## src/rtl/load_store_unit_if.sv

```systemverilog
// Bus between the CPU/data memory and the load/store unit.
// slave: the LSU side; master: CPU request side plus data memory.
interface load_store_unit_if;
    logic        req;
    logic        we;
    logic [1:0]  size;
    logic        sign_ext;
    logic [31:0] addr;
    logic [31:0] wdata;
    logic [31:0] rdata;
    logic        done;
    logic        addr_err;
    logic        busy;
    logic        dm_ena;
    logic        dm_wena;
    logic [1:0]  dm_w_cs;
    logic [1:0]  dm_r_cs;
    logic [31:0] dm_addr;
    logic [31:0] dm_wdata;
    logic [31:0] dm_rdata;

    modport slave (
        input  req, we, size, sign_ext, addr, wdata, dm_rdata,
        output rdata, done, addr_err, busy,
        output dm_ena, dm_wena, dm_w_cs, dm_r_cs, dm_addr, dm_wdata
    );

    modport master (
        output req, we, size, sign_ext, addr, wdata, dm_rdata,
        input  rdata, done, addr_err, busy,
        input  dm_ena, dm_wena, dm_w_cs, dm_r_cs, dm_addr, dm_wdata
    );
endinterface

```

## src/rtl/load_store_unit.sv

```systemverilog
// Load/store sequencer: validates a request, drives one memory cycle,
// extends load data. Ports: clk, rst_n, bus (load_store_unit_if.slave).
module load_store_unit #(
    parameter logic [31:0] BASE_ADDR   = 32'h10010000,
    parameter int unsigned DEPTH_WORDS = 1024
) (
    input logic              clk,
    input logic              rst_n,
    load_store_unit_if.slave bus
);

    localparam logic [1:0] IDLE   = 2'd0;
    localparam logic [1:0] ACCESS = 2'd1;
    localparam logic [1:0] FINISH = 2'd2;
    localparam logic [1:0] ERROR  = 2'd3;

    localparam logic [1:0] SZ_WORD = 2'b01;
    localparam logic [1:0] SZ_HALF = 2'b10;
    localparam logic [1:0] SZ_BYTE = 2'b11;

    // 33 bits so the top of a range ending at 4 GiB cannot wrap
    localparam logic [32:0] LAST_ADDR =
        {1'b0, BASE_ADDR} + 33'(4 * DEPTH_WORDS) - 33'd1;

    logic [1:0]  state;
    logic [31:0] a_addr;
    logic        a_we;
    logic [1:0]  a_size;
    logic        a_sign;
    logic [31:0] a_wdata;
    logic [31:0] rdata_q;

    logic        bad_req;
    logic [31:0] ld_ext;
    logic        in_access;

    always_comb begin
        bad_req = 1'b0;
        if (bus.size == 2'b00)
            bad_req = 1'b1;
        if (bus.size == SZ_HALF && bus.addr[0])
            bad_req = 1'b1;
        if (bus.size == SZ_WORD && bus.addr[1:0] != 2'b00)
            bad_req = 1'b1;
        if ({1'b0, bus.addr} < {1'b0, BASE_ADDR})
            bad_req = 1'b1;
        if ({1'b0, bus.addr} > LAST_ADDR)
            bad_req = 1'b1;
    end

    // memory returns half/byte data zero-padded in the low bits
    always_comb begin
        ld_ext = bus.dm_rdata;
        unique case (1'b1)
            (a_size == SZ_BYTE):
                ld_ext = {{24{a_sign & bus.dm_rdata[7]}},
                          bus.dm_rdata[7:0]};
            (a_size == SZ_HALF):
                ld_ext = {{16{a_sign & bus.dm_rdata[15]}},
                          bus.dm_rdata[15:0]};
            default:
                ld_ext = bus.dm_rdata;
        endcase
    end

    always_ff @(posedge clk or negedge rst_n) begin
        if (!rst_n) begin
            state   <= IDLE;
            a_addr  <= '0;
            a_we    <= 1'b0;
            a_size  <= 2'b00;
            a_sign  <= 1'b0;
            a_wdata <= '0;
            rdata_q <= '0;
        end else begin
            unique case (state)
                IDLE: begin
                    if (bus.req) begin
                        a_addr  <= bus.addr;
                        a_we    <= bus.we;
                        a_size  <= bus.size;
                        a_sign  <= bus.sign_ext;
                        a_wdata <= bus.wdata;
                        state   <= bad_req ? ERROR : ACCESS;
                    end
                end
                ACCESS: begin
                    if (!a_we)
                        rdata_q <= ld_ext;
                    state <= FINISH;
                end
                FINISH:  state <= IDLE;
                ERROR:   state <= IDLE;
                default: state <= IDLE;
            endcase
        end
    end

    // memory strobes decode straight from state so reset kills them
    assign in_access = (state == ACCESS);

    assign bus.dm_ena   = in_access;
    assign bus.dm_wena  = in_access & a_we;
    assign bus.dm_w_cs  = (in_access &  a_we) ? a_size : 2'b00;
    assign bus.dm_r_cs  = (in_access & ~a_we) ? a_size : 2'b00;
    assign bus.dm_addr  = a_addr;
    assign bus.dm_wdata = a_wdata;

    assign bus.rdata    = rdata_q;
    assign bus.done     = (state == FINISH) | (state == ERROR);
    assign bus.addr_err = (state == ERROR);
    assign bus.busy     = (state != IDLE);

endmodule

```

## src/flat_wrapper.sv

```systemverilog
// flat-port wrapper written by rule: the top's interface ports become plain ports
module load_store_unit_flat 
#(
    parameter logic [31:0] BASE_ADDR   = 32'h10010000,
    parameter int unsigned DEPTH_WORDS = 1024
)
  (clk, rst_n, bus_req, bus_we, bus_size, bus_sign_ext, bus_addr, bus_wdata, bus_dm_rdata, bus_rdata, bus_done, bus_addr_err, bus_busy, bus_dm_ena, bus_dm_wena, bus_dm_w_cs, bus_dm_r_cs, bus_dm_addr, bus_dm_wdata);
  load_store_unit_if bus_i ();
  input logic clk;
  input logic rst_n;
  input wire logic [$bits(bus_i.req)-1:0] bus_req;
  input wire logic [$bits(bus_i.we)-1:0] bus_we;
  input wire logic [$bits(bus_i.size)-1:0] bus_size;
  input wire logic [$bits(bus_i.sign_ext)-1:0] bus_sign_ext;
  input wire logic [$bits(bus_i.addr)-1:0] bus_addr;
  input wire logic [$bits(bus_i.wdata)-1:0] bus_wdata;
  input wire logic [$bits(bus_i.dm_rdata)-1:0] bus_dm_rdata;
  output wire logic [$bits(bus_i.rdata)-1:0] bus_rdata;
  output wire logic [$bits(bus_i.done)-1:0] bus_done;
  output wire logic [$bits(bus_i.addr_err)-1:0] bus_addr_err;
  output wire logic [$bits(bus_i.busy)-1:0] bus_busy;
  output wire logic [$bits(bus_i.dm_ena)-1:0] bus_dm_ena;
  output wire logic [$bits(bus_i.dm_wena)-1:0] bus_dm_wena;
  output wire logic [$bits(bus_i.dm_w_cs)-1:0] bus_dm_w_cs;
  output wire logic [$bits(bus_i.dm_r_cs)-1:0] bus_dm_r_cs;
  output wire logic [$bits(bus_i.dm_addr)-1:0] bus_dm_addr;
  output wire logic [$bits(bus_i.dm_wdata)-1:0] bus_dm_wdata;
  assign bus_i.req = bus_req;
  assign bus_i.we = bus_we;
  assign bus_i.size = bus_size;
  assign bus_i.sign_ext = bus_sign_ext;
  assign bus_i.addr = bus_addr;
  assign bus_i.wdata = bus_wdata;
  assign bus_i.dm_rdata = bus_dm_rdata;
  assign bus_rdata = bus_i.rdata;
  assign bus_done = bus_i.done;
  assign bus_addr_err = bus_i.addr_err;
  assign bus_busy = bus_i.busy;
  assign bus_dm_ena = bus_i.dm_ena;
  assign bus_dm_wena = bus_i.dm_wena;
  assign bus_dm_w_cs = bus_i.dm_w_cs;
  assign bus_dm_r_cs = bus_i.dm_r_cs;
  assign bus_dm_addr = bus_i.dm_addr;
  assign bus_dm_wdata = bus_i.dm_wdata;
  load_store_unit #(.BASE_ADDR(BASE_ADDR), .DEPTH_WORDS(DEPTH_WORDS)) u_core (.clk(clk), .rst_n(rst_n), .bus(bus_i));
endmodule
```

## config.mk

```make
export PLATFORM = sky130hd
export DESIGN_NAME = load_store_unit_flat
export DESIGN_NICKNAME = d
export VERILOG_FILES = /design/src/rtl/load_store_unit_if.sv /design/src/rtl/load_store_unit.sv /design/src/flat_wrapper.sv
export SDC_FILE = /design/constraint.sdc
export NUM_CORES = 1
export LEC_CHECK = 0
export CELL_PAD_IN_SITES_DETAIL_PLACEMENT = 0
export CELL_PAD_IN_SITES_GLOBAL_PLACEMENT = 1
export CORE_MARGIN = 10
export CORE_UTILIZATION = 33
export CTS_CLUSTER_DIAMETER = 80
export DETAILED_ROUTE_END_ITERATION = 10
export HOLD_SLACK_MARGIN = 0.02
export MAX_ROUTING_LAYER = met4
export PLACE_DENSITY_LB_ADDON = 0.1
export SLEW_MARGIN = 10
export SYNTH_ARGS = -nofsm -noshare
export SYNTH_HDL_FRONTEND = slang
export SYNTH_SLANG_ARGS = --single-unit
```

## constraint.sdc

```tcl
create_clock -name clk -period 3.54 [get_ports clk]
set_clock_uncertainty 0.1 [all_clocks]
set_input_delay 0.708 -clock clk [delete_from_list [all_inputs] [get_ports clk]]
set_output_delay 0.708 -clock clk [all_outputs]
set_load 0.02 [all_outputs]
```

==> run summary <==
Required time of the critical path: 2.73 ns
Hold Crit Class: in -> async
Starting Density: 34.1%
Sequential area share after synthesis: 61.8%
Async SR Flop Fraction: 100%
Ant. Diodes: 0
Status: finished, final reports clean
Hold Worst Slack: 0.323 ns
Final Hold Fails: 0
Number of flops mapped to enable cells by yosys: 0
Cell variety after synth: 30
Crit end category: output pin
Worst-margin pin slew: 0.548 ns
Via/cell ratio: 4.53
Setup Fix Bufs, Post-CTS: 0
Area Growth Syn to Fin: 60.7%
Clock Sinks: 102
Stages on worst setup path: 4
Setup TNS: 0 ns
Deepest clock path buffer count: 2
Maximum vdd drop: 0.327 mV
Core ar.: 0.0121 mm²
Detailed Routing Iterations Pass 1: 4
Post-CTS Hold Buffers: 0
Die area: 0.0174 mm²
First-pass GRT wire length: 19.1 mm
Slowest-stage cell, CP: clkdlybuf4s50_1
Drt drc: 0
R2r endpoint: u_core.bus.rdata[26]$_DFFE_PN0P_
TritonCTS clock tree: yes
Primary FF master, synth: dfrtp_1
Buffers on Ports: 207
CP Class: reg -> out
Critical R2R Launch: u_core.state[1]$_DFFE_PN0P_
Gp weighted congestion: 0.739
Footprint of the multi-input gates: 0.00145 mm²
Number of global-route vias before repair: 3307
Power per Cell Area: 794 mW/mm²
Num CTS Buffers: 9
Total Wirelength: 12.3 mm
Layout fillers: 1072
DR vias: 2983
Sequential Area: 0.00255 mm²
Startpoint types: flop
Worst-path clk slew: 0.06 ns
Post-DP HPWL: 9.26 mm
DIE WIDTH: 132 µm
CP bufs+invs: 1
Routed len/inst: 18.6 µm
Num rows: 40
Total track usage: 14.4%
Largest net degree at the start of global routing: 103
Max_cap viols: 0
Most frequent cells in the layout: clkdlybuf4s50_1, dfrtp_1, mux2_2
Initial antenna violation count: 0
Most common cell after layout, fill and taps aside: clkdlybuf4s50_1
Netlist Area Pre-Place: 0.00413 mm²
Global route total overflow: 0
Die Span Y: 132 µm
H-tree levels: 3
RSZ-0062 raised after global routing: no
Layout cells sized above 1: 20.8%
R2r setup slk: 1.61 ns
Cell Chain, Critical Path: nand2b_2 > nor2_8 > and2_1 > clkdlybuf4s50_1
Clk root buf: clkbuf_16
Later-pin clock latency in the skew report: 0.34 ns
Syn avg cell area: 14.8 µm²
Setup violators final: 0
Yosys reg bits: 102
# nets final: 590
R2R cell count: 5
Worst-path fanout max: 19
ANT nets after route: 0
Achievable Freq: 0.351 GHz
IO Count: 208
Max-slew headroom: 63.5%
Max incr delay on CP: 0.63 ns
Final period util: 80.5%
Top delay family on crit path: simple AND/OR/NAND/NOR gates
CTS resizes: 0
DRT iter0 DRCs: 123
Net count after synthesis: 383
P_leak: 2.69 nW
Syn. warnings: 0
Max Transition Viols Final: 0
Post-layout min period: 2.85 ns
Worst path arrival time: 2.04 ns
Mapped Cells: 280
-- power breakdown --
part	switching [W]	internal, W
registers	0.000248	0.00163
logic	0.00114	0.00130
clock network	0.000404	0.000551
-- cell usage after synthesis, types with 2 or more instances --
cell	n	share of area [%]
buf_4	6	1.1
o21ai_0	2	0.24
nand2_1	4	0.36
mux2_4	9	3.3
nor4b_1	2	0.42
buf_2	3	0.36
clkbuf_1	2	0.18
dfrtp_1	102	62
a21oi_1	16	1.9
and3_1	2	0.30
mux2_2	67	18
buf_6	3	0.82
and2_1	4	0.61
nor2_1	9	0.82
o22a_1	16	3.4
nor4_1	3	0.45
inv_1	2	0.18
nor2b_1	16	2.4
-- cells by family (layout without fill, tap and decap cells) --
| family | Yosys count | in the layout | share of synthesized area, % |
|---|---|---|---|
| AO/OA/AOI/OAI | 36 | 36 | 6.15 |
| buffers and inverters | 17 | 228 | 3.00 |
| flip-flops | 102 | 102 | 61.8 |
| multiplexers | 77 | 77 | 21.8 |
| AND/OR/NAND/NOR | 48 | 48 | 7.27 |
-- worst reg2reg max path: cells and delay by family, from the launching register on --
kind / cells / cell delay, ns
AOI/OAI and AO/OA: 2 / 0.45
and+or+nand+nor: 2 / 0.51
DFF: 1 / 0.41
buffers and inverters: 1 / 0.36
-- state kept, by name, indices dropped and copies added (netlist names) --
name,cells
u_core.bus.dm_addr,32
u_core.bus.dm_wdata,32
u_core.bus.rdata,32
u_core.a_size,2
u_core.state,2
u_core.a_sign,1
u_core.a_we,1
-- per-layer routing --
| metal | wire, µm | GRT usage (%) | vias up |
|---|---|---|---|
| met4 | 211 | 5.87 | 0 |
| li1 | - | - | 1397 |
| met3 | 989 | 5.87 | 15 |
| met5 | 0 | - | - |
| met2 | 5870 | 22.2 | 114 |
| met1 | 5190 | 16.4 | 1457 |
-- stage by stage --
step                      setup slack (ns)  utilization, %  area (µm²)  std cells  power [W]
after floorplan                       1.54               -        4130        280    0.00312
after global placement               0.962            52.4        6350        644    0.00435
after detailed placement             0.923            52.4        6350        644    0.00438
after CTS                            0.653            54.8        6640        659    0.00537
after global routing                 0.553            54.8        6640        659    0.00556
final                                0.691            54.8        6640        659    0.00527
-- how the worst max path moves through the flow --
stage,start,endpoint,slack [ns]
2_1_floorplan,u_core.state[1]$_DFFE_PN0P_,bus_dm_r_cs[0],1.54
3_3_place_gp,bus_req,u_core.bus.dm_wdata[5]$_DFFE_PN0P_,0.96
3_5_place_dp,bus_req,u_core.bus.dm_addr[0]$_DFFE_PN0P_,0.92
4_1_cts,u_core.state[1]$_DFFE_PN0P_,bus_dm_r_cs[0],0.65
5_1_grt,u_core.state[1]$_DFFE_PN0P_,bus_dm_r_cs[1],0.55
6_report,u_core.state[1]$_DFFE_PN0P_,bus_dm_r_cs[0],0.69
-- final cells by class --
type	instances	share of cell area, %
tap	168	3.17
sequential	102	38.5
multi-input combinational	161	21.9
inverter	2	0.113
timing repair buffer	211	32.0
clock buffer	15	4.34
(Power assumes the default switching activity.)
